`src/rtl/ci_arbiter_if.sv`:
```
// Custom-instruction bus bundle: one requester-to-responder link.
// The master drives the request fields; the slave answers with result/done.
interface ci_arbiter_if;
  logic        ciStart;
  logic        ciCke;
  logic [7:0]  ciN;
  logic [31:0] ciValueA;
  logic [31:0] ciValueB;
  logic [31:0] ciResult;
  logic        ciDone;

  modport master (
    output ciStart, ciCke, ciN, ciValueA, ciValueB,
    input  ciResult, ciDone
  );

  modport slave (
    input  ciStart, ciCke, ciN, ciValueA, ciValueB,
    output ciResult, ciDone
  );
endinterface

```
`src/rtl/ci_arbiter.sv`:
```
// Round-robin arbiter sharing one downstream CI slave between two requesters,
// with a watchdog that aborts a hung slave and returns TIMEOUT_VALUE.
module ci_arbiter #(
  parameter int          TIMEOUT_CYCLES = 64,
  parameter logic [31:0] TIMEOUT_VALUE  = 32'hDEADBEEF
) (
  input  logic           systemClock,
  input  logic           reset,
  ci_arbiter_if.slave    m0,
  ci_arbiter_if.slave    m1,
  ci_arbiter_if.master   s,
  output logic           busErrorOut
);

  localparam int            TW    = (TIMEOUT_CYCLES > 1) ? $clog2(TIMEOUT_CYCLES) : 1;
  localparam logic [TW-1:0] TLAST = TW'(TIMEOUT_CYCLES - 1);

  typedef enum logic [1:0] {IDLE, ISSUE, WAIT, RESPOND} state_t;

  state_t             state_q, state_d;
  logic [1:0]         pend_q, pend_d;
  logic               grant_q, grant_d;
  logic               lastGrant_q, lastGrant_d;
  logic [TW-1:0]      timer_q, timer_d;
  logic [31:0]        result_q, result_d;
  logic               busError_q, busError_d;
  logic [1:0][7:0]    slotN_q, slotN_d;
  logic [1:0][31:0]   slotA_q, slotA_d;
  logic [1:0][31:0]   slotB_q, slotB_d;

  always_ff @(posedge systemClock) begin
    if (!reset) begin
      state_q     <= IDLE;
      pend_q      <= '0;
      grant_q     <= 1'b0;
      lastGrant_q <= 1'b1;
      timer_q     <= '0;
      result_q    <= '0;
      busError_q  <= 1'b0;
      slotN_q     <= '0;
      slotA_q     <= '0;
      slotB_q     <= '0;
    end else begin
      state_q     <= state_d;
      pend_q      <= pend_d;
      grant_q     <= grant_d;
      lastGrant_q <= lastGrant_d;
      timer_q     <= timer_d;
      result_q    <= result_d;
      busError_q  <= busError_d;
      slotN_q     <= slotN_d;
      slotA_q     <= slotA_d;
      slotB_q     <= slotB_d;
    end
  end

  always_comb begin
    state_d     = state_q;
    pend_d      = pend_q;
    grant_d     = grant_q;
    lastGrant_d = lastGrant_q;
    timer_d     = timer_q;
    result_d    = result_q;
    busError_d  = 1'b0;
    slotN_d     = slotN_q;
    slotA_d     = slotA_q;
    slotB_d     = slotB_q;
    s.ciStart   = 1'b0;
    s.ciCke     = 1'b0;
    s.ciN       = '0;
    s.ciValueA  = '0;
    s.ciValueB  = '0;
    m0.ciDone   = 1'b0;
    m0.ciResult = '0;
    m1.ciDone   = 1'b0;
    m1.ciResult = '0;

    case (state_q)
      IDLE: begin
        if (pend_q != 2'b00) begin
          grant_d = (pend_q == 2'b11) ? ~lastGrant_q : pend_q[1];
          state_d = ISSUE;
        end
      end
      ISSUE: begin
        s.ciStart  = 1'b1;
        s.ciCke    = 1'b1;
        s.ciN      = slotN_q[grant_q];
        s.ciValueA = slotA_q[grant_q];
        s.ciValueB = slotB_q[grant_q];
        timer_d    = '0;
        if (s.ciDone) begin
          result_d = s.ciResult;
          state_d  = RESPOND;
        end else begin
          state_d  = WAIT;
        end
      end
      WAIT: begin
        s.ciCke    = 1'b1;
        s.ciN      = slotN_q[grant_q];
        s.ciValueA = slotA_q[grant_q];
        s.ciValueB = slotB_q[grant_q];
        // A done arriving on the final watchdog cycle still wins.
        if (s.ciDone) begin
          result_d   = s.ciResult;
          state_d    = RESPOND;
        end else if (timer_q == TLAST) begin
          result_d   = TIMEOUT_VALUE;
          busError_d = 1'b1;
          state_d    = RESPOND;
        end else begin
          timer_d    = timer_q + TW'(1);
        end
      end
      RESPOND: begin
        if (grant_q) begin
          m1.ciDone   = 1'b1;
          m1.ciResult = result_q;
        end else begin
          m0.ciDone   = 1'b1;
          m0.ciResult = result_q;
        end
        pend_d[grant_q] = 1'b0;
        lastGrant_d     = grant_q;
        state_d         = IDLE;
      end
      default: state_d = IDLE;
    endcase

    // Capture after the FSM so a new start in its own RESPOND cycle re-arms the slot.
    if (m0.ciStart && m0.ciCke && (!pend_q[0] || (state_q == RESPOND && !grant_q))) begin
      pend_d[0]  = 1'b1;
      slotN_d[0] = m0.ciN;
      slotA_d[0] = m0.ciValueA;
      slotB_d[0] = m0.ciValueB;
    end
    if (m1.ciStart && m1.ciCke && (!pend_q[1] || (state_q == RESPOND && grant_q))) begin
      pend_d[1]  = 1'b1;
      slotN_d[1] = m1.ciN;
      slotA_d[1] = m1.ciValueA;
      slotB_d[1] = m1.ciValueB;
    end
  end

  assign busErrorOut = busError_q;

endmodule

```
`src/flat_wrapper.sv`:
```
// flat-port wrapper written by rule: the top's interface ports become plain ports
module ci_arbiter_flat 
#(
  parameter int          TIMEOUT_CYCLES = 64,
  parameter logic [31:0] TIMEOUT_VALUE  = 32'hDEADBEEF
)
  (systemClock, reset, busErrorOut, m0_ciStart, m0_ciCke, m0_ciN, m0_ciValueA, m0_ciValueB, m0_ciResult, m0_ciDone, m1_ciStart, m1_ciCke, m1_ciN, m1_ciValueA, m1_ciValueB, m1_ciResult, m1_ciDone, s_ciStart, s_ciCke, s_ciN, s_ciValueA, s_ciValueB, s_ciResult, s_ciDone);
  ci_arbiter_if m0_i ();
  ci_arbiter_if m1_i ();
  ci_arbiter_if s_i ();
  input  logic systemClock;
  input  logic reset;
  output logic busErrorOut;
  input wire logic [$bits(m0_i.ciStart)-1:0] m0_ciStart;
  input wire logic [$bits(m0_i.ciCke)-1:0] m0_ciCke;
  input wire logic [$bits(m0_i.ciN)-1:0] m0_ciN;
  input wire logic [$bits(m0_i.ciValueA)-1:0] m0_ciValueA;
  input wire logic [$bits(m0_i.ciValueB)-1:0] m0_ciValueB;
  output wire logic [$bits(m0_i.ciResult)-1:0] m0_ciResult;
  output wire logic [$bits(m0_i.ciDone)-1:0] m0_ciDone;
  input wire logic [$bits(m1_i.ciStart)-1:0] m1_ciStart;
  input wire logic [$bits(m1_i.ciCke)-1:0] m1_ciCke;
  input wire logic [$bits(m1_i.ciN)-1:0] m1_ciN;
  input wire logic [$bits(m1_i.ciValueA)-1:0] m1_ciValueA;
  input wire logic [$bits(m1_i.ciValueB)-1:0] m1_ciValueB;
  output wire logic [$bits(m1_i.ciResult)-1:0] m1_ciResult;
  output wire logic [$bits(m1_i.ciDone)-1:0] m1_ciDone;
  output wire logic [$bits(s_i.ciStart)-1:0] s_ciStart;
  output wire logic [$bits(s_i.ciCke)-1:0] s_ciCke;
  output wire logic [$bits(s_i.ciN)-1:0] s_ciN;
  output wire logic [$bits(s_i.ciValueA)-1:0] s_ciValueA;
  output wire logic [$bits(s_i.ciValueB)-1:0] s_ciValueB;
  input wire logic [$bits(s_i.ciResult)-1:0] s_ciResult;
  input wire logic [$bits(s_i.ciDone)-1:0] s_ciDone;
  assign m0_i.ciStart = m0_ciStart;
  assign m0_i.ciCke = m0_ciCke;
  assign m0_i.ciN = m0_ciN;
  assign m0_i.ciValueA = m0_ciValueA;
  assign m0_i.ciValueB = m0_ciValueB;
  assign m0_ciResult = m0_i.ciResult;
  assign m0_ciDone = m0_i.ciDone;
  assign m1_i.ciStart = m1_ciStart;
  assign m1_i.ciCke = m1_ciCke;
  assign m1_i.ciN = m1_ciN;
  assign m1_i.ciValueA = m1_ciValueA;
  assign m1_i.ciValueB = m1_ciValueB;
  assign m1_ciResult = m1_i.ciResult;
  assign m1_ciDone = m1_i.ciDone;
  assign s_ciStart = s_i.ciStart;
  assign s_ciCke = s_i.ciCke;
  assign s_ciN = s_i.ciN;
  assign s_ciValueA = s_i.ciValueA;
  assign s_ciValueB = s_i.ciValueB;
  assign s_i.ciResult = s_ciResult;
  assign s_i.ciDone = s_ciDone;
  ci_arbiter #(.TIMEOUT_CYCLES(TIMEOUT_CYCLES), .TIMEOUT_VALUE(TIMEOUT_VALUE)) u_core (.systemClock(systemClock), .reset(reset), .m0(m0_i), .m1(m1_i), .s(s_i), .busErrorOut(busErrorOut));
endmodule
```
`config.mk`:
```
export PLATFORM = sky130hd
export DESIGN_NAME = ci_arbiter_flat
export DESIGN_NICKNAME = d
export VERILOG_FILES = /design/src/rtl/ci_arbiter_if.sv /design/src/rtl/ci_arbiter.sv /design/src/flat_wrapper.sv
export SDC_FILE = /design/constraint.sdc
export NUM_CORES = 1
export LEC_CHECK = 0
export ABC_AREA = 1
export CORE_MARGIN = 3
export CORE_UTILIZATION = 40
export DETAILED_ROUTE_END_ITERATION = 8
export GPL_TIMING_DRIVEN = 0
export PLACE_DENSITY = 0.74
export SLEW_MARGIN = 40
export SYNTH_ARGS = -nofsm -noshare
export SYNTH_HDL_FRONTEND = slang
export SYNTH_SLANG_ARGS = --single-unit
export TNS_END_PERCENT = 20
```
`constraint.sdc`:
```
create_clock -name systemClock -period 2.55 [get_ports systemClock]
set_input_delay 0.3825 -clock systemClock [delete_from_list [all_inputs] [get_ports systemClock]]
set_output_delay 0.3825 -clock systemClock [all_outputs]
set_load 0.1 [all_outputs]
```
-- Yosys cells after proc, flatten, opt, wreduce, memory -nomap -nowiden
Index checks and enable logic that the tools add are counted.
- add/subtract/negate cells: 1
- order comparisons: 2
- equality and inequality tests: 10
- muxes and demuxes: 38
- bitwise logic cells: 5
- reduce and logical (&&, ||, !) cells: 23
- operators with widths (cell ; number):
    32-bit 2-to-1 mux ; 13
    32-bit case mux with 2 select lines ; 1
    8-bit 2-to-1 mux ; 3
    1-bit 2-to-1 mux ; 12
    6-bit 2-to-1 mux ; 2
    6-bit case mux with 2 select lines ; 1
    2-bit 2-to-1 mux ; 4
    2-bit case mux with 4 select lines ; 1
    2-bit nonzero test ; 4
    1-bit logical AND ; 7
    6-bit by 1-bit adder with 6-bit output (second input constant) ; 1
    2-bit == test (second input constant) ; 3
    6-bit == test (second input constant) ; 1
    2-bit != test (second input constant) ; 3
    3-bit AND reduction ; 2
    2-bit AND reduction ; 2
    1-bit zero test ; 3
    3-bit by 2-bit != test with 1-bit output (second input constant) ; 1
    1-bit NOT ; 3
    3-bit OR reduction ; 1
    2-bit AND ; 1
    2-bit by 1-bit == test with 1-bit output (second input constant) ; 1
    2-bit zero test ; 1
    1-bit logical OR ; 2
    other kinds (6) ; 6
- register bits after elaboration: 189
- output and inout bits: 141
- logic and storage cells: 93

-- Depth between registers and ports, before layout
Gate-level depths: netlist (run 1).
- word-level depth: 8
- depth in mapped cells: 9
- mapped depth without buffers: 8

-- Least setup slack after synthesis (run 1)
OpenSTA, ideal clock, no wires.
- kind: register to output
- start point: register u_core.state_q[0]
- end point: output s_ciValueA[12]
- arrival time: 3.293 ns
- required time: 2.168 ns
- setup slack: -1.125 ns
- cell stages (with the launch flop): 7
- buffers on the path: 2
- cells stage by stage: dfxtp_1 -> inv_1 -> ha_1 -> clkbuf_1 -> clkbuf_1 -> o21ai_0 -> nor2_1
- longest elaborated chain between the ends: 3
- RTL lines (element ; line ; RTL):
    start, declared ; ci_arbiter.sv:20 ; state_t state_q, state_d;
    start signal, assigned ; ci_arbiter.sv:44 ; state_q <= state_d;
    2-bit by 1-bit == test with 1-bit output / 2-bit == test (equally long branches) ; ci_arbiter.sv:78 ; case (state_q)
    2-bit OR reduction (no source line) (*) ; n/a ;
    32-bit 2-to-1 mux (*) ; n/a ;
    end, declared ; flat_wrapper.sv:31 ; output wire logic [$bits(s_i.ciValueA)-1:0] s_ciValueA;
Mark *: on every way between the ends. The rest lies on a longest branch, timed or not.

-- Final worst setup path (run 1)
- start point: register u_core.state_q[0]
- end point: output s_ciValueB[7]
- longest elaborated chain between the ends: 3
- RTL lines (element ; line ; RTL):
    2-bit by 1-bit == test with 1-bit output / 2-bit == test (equally long branches) ; ci_arbiter.sv:78 ;
    2-bit OR reduction (no source line) (*) ; n/a ;
    32-bit 2-to-1 mux (*) ; n/a ;
    end, declared ; flat_wrapper.sv:32 ; output wire logic [$bits(s_i.ciValueB)-1:0] s_ciValueB;
Marked as above.

==> run metrics, run 1 <==
worst setup path class=reg -> out; worst hold slack=274 ps; max cap viols=0; Critical Path Fanout Max=10; # port buffers=around 320; worst relative slew slack=63.6%; ordered cell list for the critical path=inv_1 -> ha_4 -> clkbuf_16 -> clkbuf_2 -> o21ai_0 -> nor2_4 -> buf_8; pin count of the biggest net entering global routing=18; first-pass GRT wire length=between 40000 and 50000 µm; CP required=roughly 2200 ps; Vias=9340; crit-path max cell delay=380 ps; Pre-antenna DRT Iters=5; Worst Tran Pin Value=545 ps; Die H=about 150 µm; number of DRC markers in iteration 0=between 400 and 500; Tmin final=2550 ps; Post-Syn Instances=1260; GP Congestion=0.915; number of CTS-inserted buffers=17; reg2reg start=u_core.grant_q; drt wl/cell=16.4 µm; CP endpoint kind=primary output; clock buffer depth=2; commonest cells after routing, fill and taps aside=nor2_1, o21ai_0, dfxtp_1; fmax=between 300 and 400 MHz; Syn Nets=~1400; Final Hold Viols=0; PD cells=877 mW/mm²; vias in the first global route=between 8000 and 9000; RSZ-0062 raised after global routing=true; Initial Util=41.0%; Synth Register Bits=189; die area=0.0227 mm²; hold_sp=s_ciDone; grt ovf=0; Area Overhead vs Synth=57.6%; Final setup viols=0; Final Max Tran Viols=0; Root Buffer=clkbuf_16; Distinct cells, synth=28; Avg Synthesized Cell Area=6.65 µm²; Synth Cell Area=0.00838 mm²; Critical Path Source=u_core.state_q[0]; CORE AREA=0.0204 mm²; clock sinks=189; Routed WL=around 31000 µm; WP data arrival=about 2200 ps; outcome=completed; Synth area leaders=dfxtp_1, nor2_1, o21ai_0, inv_1, clkbuf_1; Clk pin slew, worst setup/hold paths=70 ps; die width=151 µm; vias per cell=between 4 and 5; post-synth top area cell=dfxtp_1; gr usage total=26.1%; CTS HTree Levels=4; crit share post-route=100%; I/O Pins=324; P_leak=5.83 nW; residual DRC count=0; Final Net Count=1791; Ys Warns=0; setup_tns=0 ps; row count=52; Crit-path slowest cell=dfxtp_4; TritonCTS clock tree=yes; Layout fillers=1820; critical path launch point type=flop; most common cell after layout, fill and taps aside=nor2_1; Worst Skew=9.77 ps; initial antenna violation count=2; worst vdd ir=0.000520 V; DP Wirelength=23300 µm; fraction of layout cells with a size suffix above 1=19.2%; DRT antenna net count=0; Synth top area share=45.1%; Seq/Total Area, Yosys=between 40 and 50%; Hold WC Path Type=in -> reg; worst-skew pair later-pin latency=430 ps
-- cell type report --
| type | instances | area [µm²] | share of cell area, % |
|---|---|---|---|
| multi-input cells | 904 | 4370 | 33.1 |
| clock buffers | 18 | 439 | 3.33 |
| repair buffers | 323 | 3390 | 25.6 |
| diodes | 2 | 5.00 | 0.0379 |
| clock inverters | 14 | 134 | 1.01 |
| inverters | 79 | 297 | 2.25 |
| plain buffers | 88 | 444 | 3.36 |
| well taps | 270 | 338 | 2.56 |
| flip-flops and latches | 189 | 3790 | 28.7 |
-- synthesized netlist by cell type --
| master | count |
|---|---|
| dfxtp_1 | 189 |
| nor3_1 | 1 |
| nor2_4 | 2 |
| a21oi_1 | 10 |
| o21ai_1 | 14 |
| xor2_1 | 1 |
| a21oi_4 | 1 |
| clkinv_1 | 1 |
| nand4_1 | 2 |
| nor2_1 | 552 |
| nand2_1 | 43 |
| a21boi_0 | 1 |
| inv_1 | 75 |
| o211ai_1 | 7 |
| nand3b_1 | 1 |
| buf_6 | 1 |
| ha_1 | 6 |
| nand3_1 | 31 |
| clkbuf_1 | 54 |
| inv_2 | 3 |
| buf_4 | 2 |
| nand2_2 | 2 |
| nand4_4 | 1 |
| o21ai_2 | 1 |
| buf_2 | 30 |
| buf_1 | 1 |
| a22oi_1 | 7 |
| o21ai_0 | 221 |
-- cells by family after synthesis --
group,share of synthesized area [%]
and+or+nand+nor,29.5
AOI/OAI and AO/OA,16.3
DFF,45.1
buffers and inverters,8.11
adders and majority gates,0.896
xor gates and xnor gates,0.105
-- metal layers --
| metal | vias to the layer above | part of all wire (%) | track usage, % | wire length, µm |
|---|---|---|---|---|
| met3 | 37 | 8.7 | 7.71 | 2680 |
| met5 | - | 0.042 | 0 | 13 |
| met2 | 337 | 50 | 46.8 | 15400 |
| met1 | 4287 | 40 | 30.6 | 12300 |
| met4 | 2 | 1.7 | 6.21 | 528 |
| li1 | 4677 | - | - | - |
-- path summary, 6_finish.rpt --
path	endpoint	slack, ps	cells past startpoint
max	s_ciValueB[7]	1	7
min	u_core.result_q[4]	270	3
max reg2reg	u_core.slotB_q[18]	550	7
min reg2reg	u_core.result_q[18]	480	2
-- registers in the layout (all words and copies together) (netlist names) --
signal / cells
u_core.busErrorOut: 1
u_core.grant_q: 1
u_core.lastGrant_q: 1
u_core.pend_q: 2
u_core.result_q: 32
u_core.slotA_q: 64
u_core.slotB_q: 64
u_core.slotN_q: 16
u_core.state_q: 2
u_core.timer_q: 6
-- power by group --
group / internal (mW) / switching, mW
logic: 1.69 / 3.79
clock network: 1.40 / 1.23
registers: 3.31 / 0.168
-- per-stage QoR --
step                cells  area (µm²)  utilization, %  setup WS, ps  total power [mW]
global placement     1852       12400            60.7          -987              8.49
floorplan            1260        8830               -         -8.74              7.14
CTS                  1885       12900            63.1         -11.6              11.4
global route         1886       13200            64.6         -76.1              12.1
detailed placement   1852       11700            57.2          -311              8.28
finish               1887       13200            64.6          1.03              11.6
-- critical path: cells and delay by family, from the launching register on --
kind | cells | cell delay, ps
DFF | 1 | 380
adders and majority gates | 1 | 330
buffers and inverters | 4 | 670
and+or+nand+nor | 1 | 140
AOI/OAI and AO/OA | 1 | 210
-- timing repair --
action,4_1_cts,5_1_grt
hold endpoints to repair,0,0
resized for setup,214,116
pin swaps,4,4
hold buffers,0,0
setup buffers,1,0
setup endpoints to repair,110,112
(Power assumes the default switching activity.)
==> run 2, diff against run 1 <==
Settings changed: GPL_ROUTABILITY_DRIVEN set to 1, MAX_ROUTING_LAYER set to met4, SKIP_CTS_REPAIR_TIMING set to 1.
==> run metrics, run 2 (synthesis gave the netlist of run 1 again) <==
outcome=completed; clock sinks=189; fmax=398 MHz; Final Hold Viols=0; number of DRC markers in iteration 0=453; first-pass GRT wire length=45400 µm; worst vdd ir=approximately 0.00055 V; utilization of the core after routing=64.1%; TritonCTS clock tree=yes; Layout fillers=1841; gr usage total=approximately a quarter; most common cell after layout, fill and taps aside=nor2_1; worst-skew pair later-pin latency=440 ps; Max Used Layer=met4; commonest cells after routing, fill and taps aside=nor2_1, o21ai_0, dfxtp_1; CP required=2170 ps; residual DRC count=0; wire length on met3=about 2600 µm; initial antenna violation count=2; I/O Pins=324; RSZ-0062 raised after global routing=true; row count=52; GP Congestion=0.937; vias per cell=approximately 4.9; WP data arrival=about 2100 ps; Critical Path Fanout Max=10; number of CTS-inserted buffers=17; DRT antenna net count=0; Tmin final=2510 ps; Root Buffer=clkbuf_16; PD cells=873 mW/mm²; biggest regs=u_core.slotA_q: 64 flops, u_core.slotB_q: 64 flops, u_core.result_q: 32 flops; clock buffer depth=2; CORE AREA=0.0204 mm²; Critical Path End=m0_ciResult[23]; max cap viols=0; worst setup path class=reg -> out; Hold WC Path Type=in -> reg; R2R setup slack=590 ps; critical path launch point type=flop; Initial Util=41.0%; placed cells=1852; CP endpoint kind=primary output; die width=~150 µm; Clk pin slew, worst setup/hold paths=about 70 ps; reg2reg start=u_core.grant_q; pin count of the biggest net entering global routing=17; Final Max Tran Viols=0; Final Net Count=around 1800; hold_sp=s_ciDone; P_leak=5.76 nW; CTS HTree Levels=4; met2 wire len=15100 µm; worst relative slew slack=63.1%; crit-path max cell delay=340 ps; Crit-path slowest cell=dfxtp_1; pre-CTS setup slack=-301 ps; vias in the first global route=around 8700; Pre-antenna DRT Iters=5; Area Overhead vs Synth=56.3%; fraction of layout cells with a size suffix above 1=18.9%; DP Wirelength=23500 µm; die area=0.0227 mm²; grt ovf=0; Final setup viols=0; M1 WL=12400 µm; Vias=9302; Worst Skew=17.0 ps; RR Endpoint=u_core.slotA_q[14]; Finished Layout Cells=1887; Routed WL=30600 µm; ordered cell list for the critical path=inv_2 -> nand2_2 -> clkbuf_1 -> nor2_1 -> buf_4; crit share post-route=98.5%; # port buffers=322; Final WS setup=39.5 ps; Worst Tran Pin Value=around 550 ps; Reg2Reg Depth=7; Die H=roughly 150 µm; drt wl/cell=about 16 µm; Critical Path Source=u_core.grant_q
==> run 2: metal layers <==
metal | up-vias | global-route usage, %
li1 | 4660 | -
met1 | 4265 | 30.4
met2 | 341 | 45.7
met3 | 36 | 7.44
met4 | 0 | 6.53
met5 | - | -
==> run 2: how the worst min path moves through the flow <==
stage	endpoint	cells after the start
6_report	u_core.result_q[4]	3
5_1_grt	u_core.result_q[4]	3
4_1_cts	u_core.result_q[4]	3
3_5_place_dp	u_core.result_q[15]	2
3_3_place_gp	u_core.result_q[11]	2
2_1_floorplan	u_core.result_q[11]	2
==> run 2: area by class of cell <==
class | count | area (µm²) | share of cell area (%)
Antenna cell | 2 | 5.00 | 0.0382
Buffer | 88 | 425 | 3.25
Clock buffer | 20 | 447 | 3.41
Clock inverter | 12 | 114 | 0.869
Inverter | 79 | 297 | 2.26
Multi-Input combinational cell | 904 | 4370 | 33.4
Sequential cell | 189 | 3790 | 28.9
Tap cell | 270 | 338 | 2.58
Timing Repair Buffer | 323 | 3310 | 25.3
==> run 2: through the flow <==
stage | area, µm² | power [mW] | hold slack [ps] | setup TNS [ps]
6_report | 13100 | 11.4 | 271 | 0
5_1_grt | 13100 | 11.9 | 280 | -182
4_1_cts | 12300 | 10.9 | 263 | -41590
3_5_place_dp | 11700 | 8.28 | 461 | -8160
3_3_place_gp | 12400 | 8.48 | 457 | -69910
2_1_floorplan | 8830 | 7.14 | 430 | -451
==> run 2: critical path, delay by kind of cell, from the launching register on <==
kind / cells / cell delay, ps
and+or+nand+nor: 2 / 480
DFF: 1 / 340
buffers and inverters: 3 / 870
==> run 2: power by group <==
part / internal, mW / switching [mW] / total [mW]
logic: 1.60 / 3.77 / 5.37
registers: 3.31 / 0.165 / 3.47
clock network: 1.38 / 1.21 / 2.59
total: 6.29 / 5.15 / 11.4
==> run 3, diff against run 2 <==
Settings changed: CTS_CLUSTER_DIAMETER set to 40.
==> results of run 3 <==
No change in the layout: final DEF, timing and power equal those of run 2.
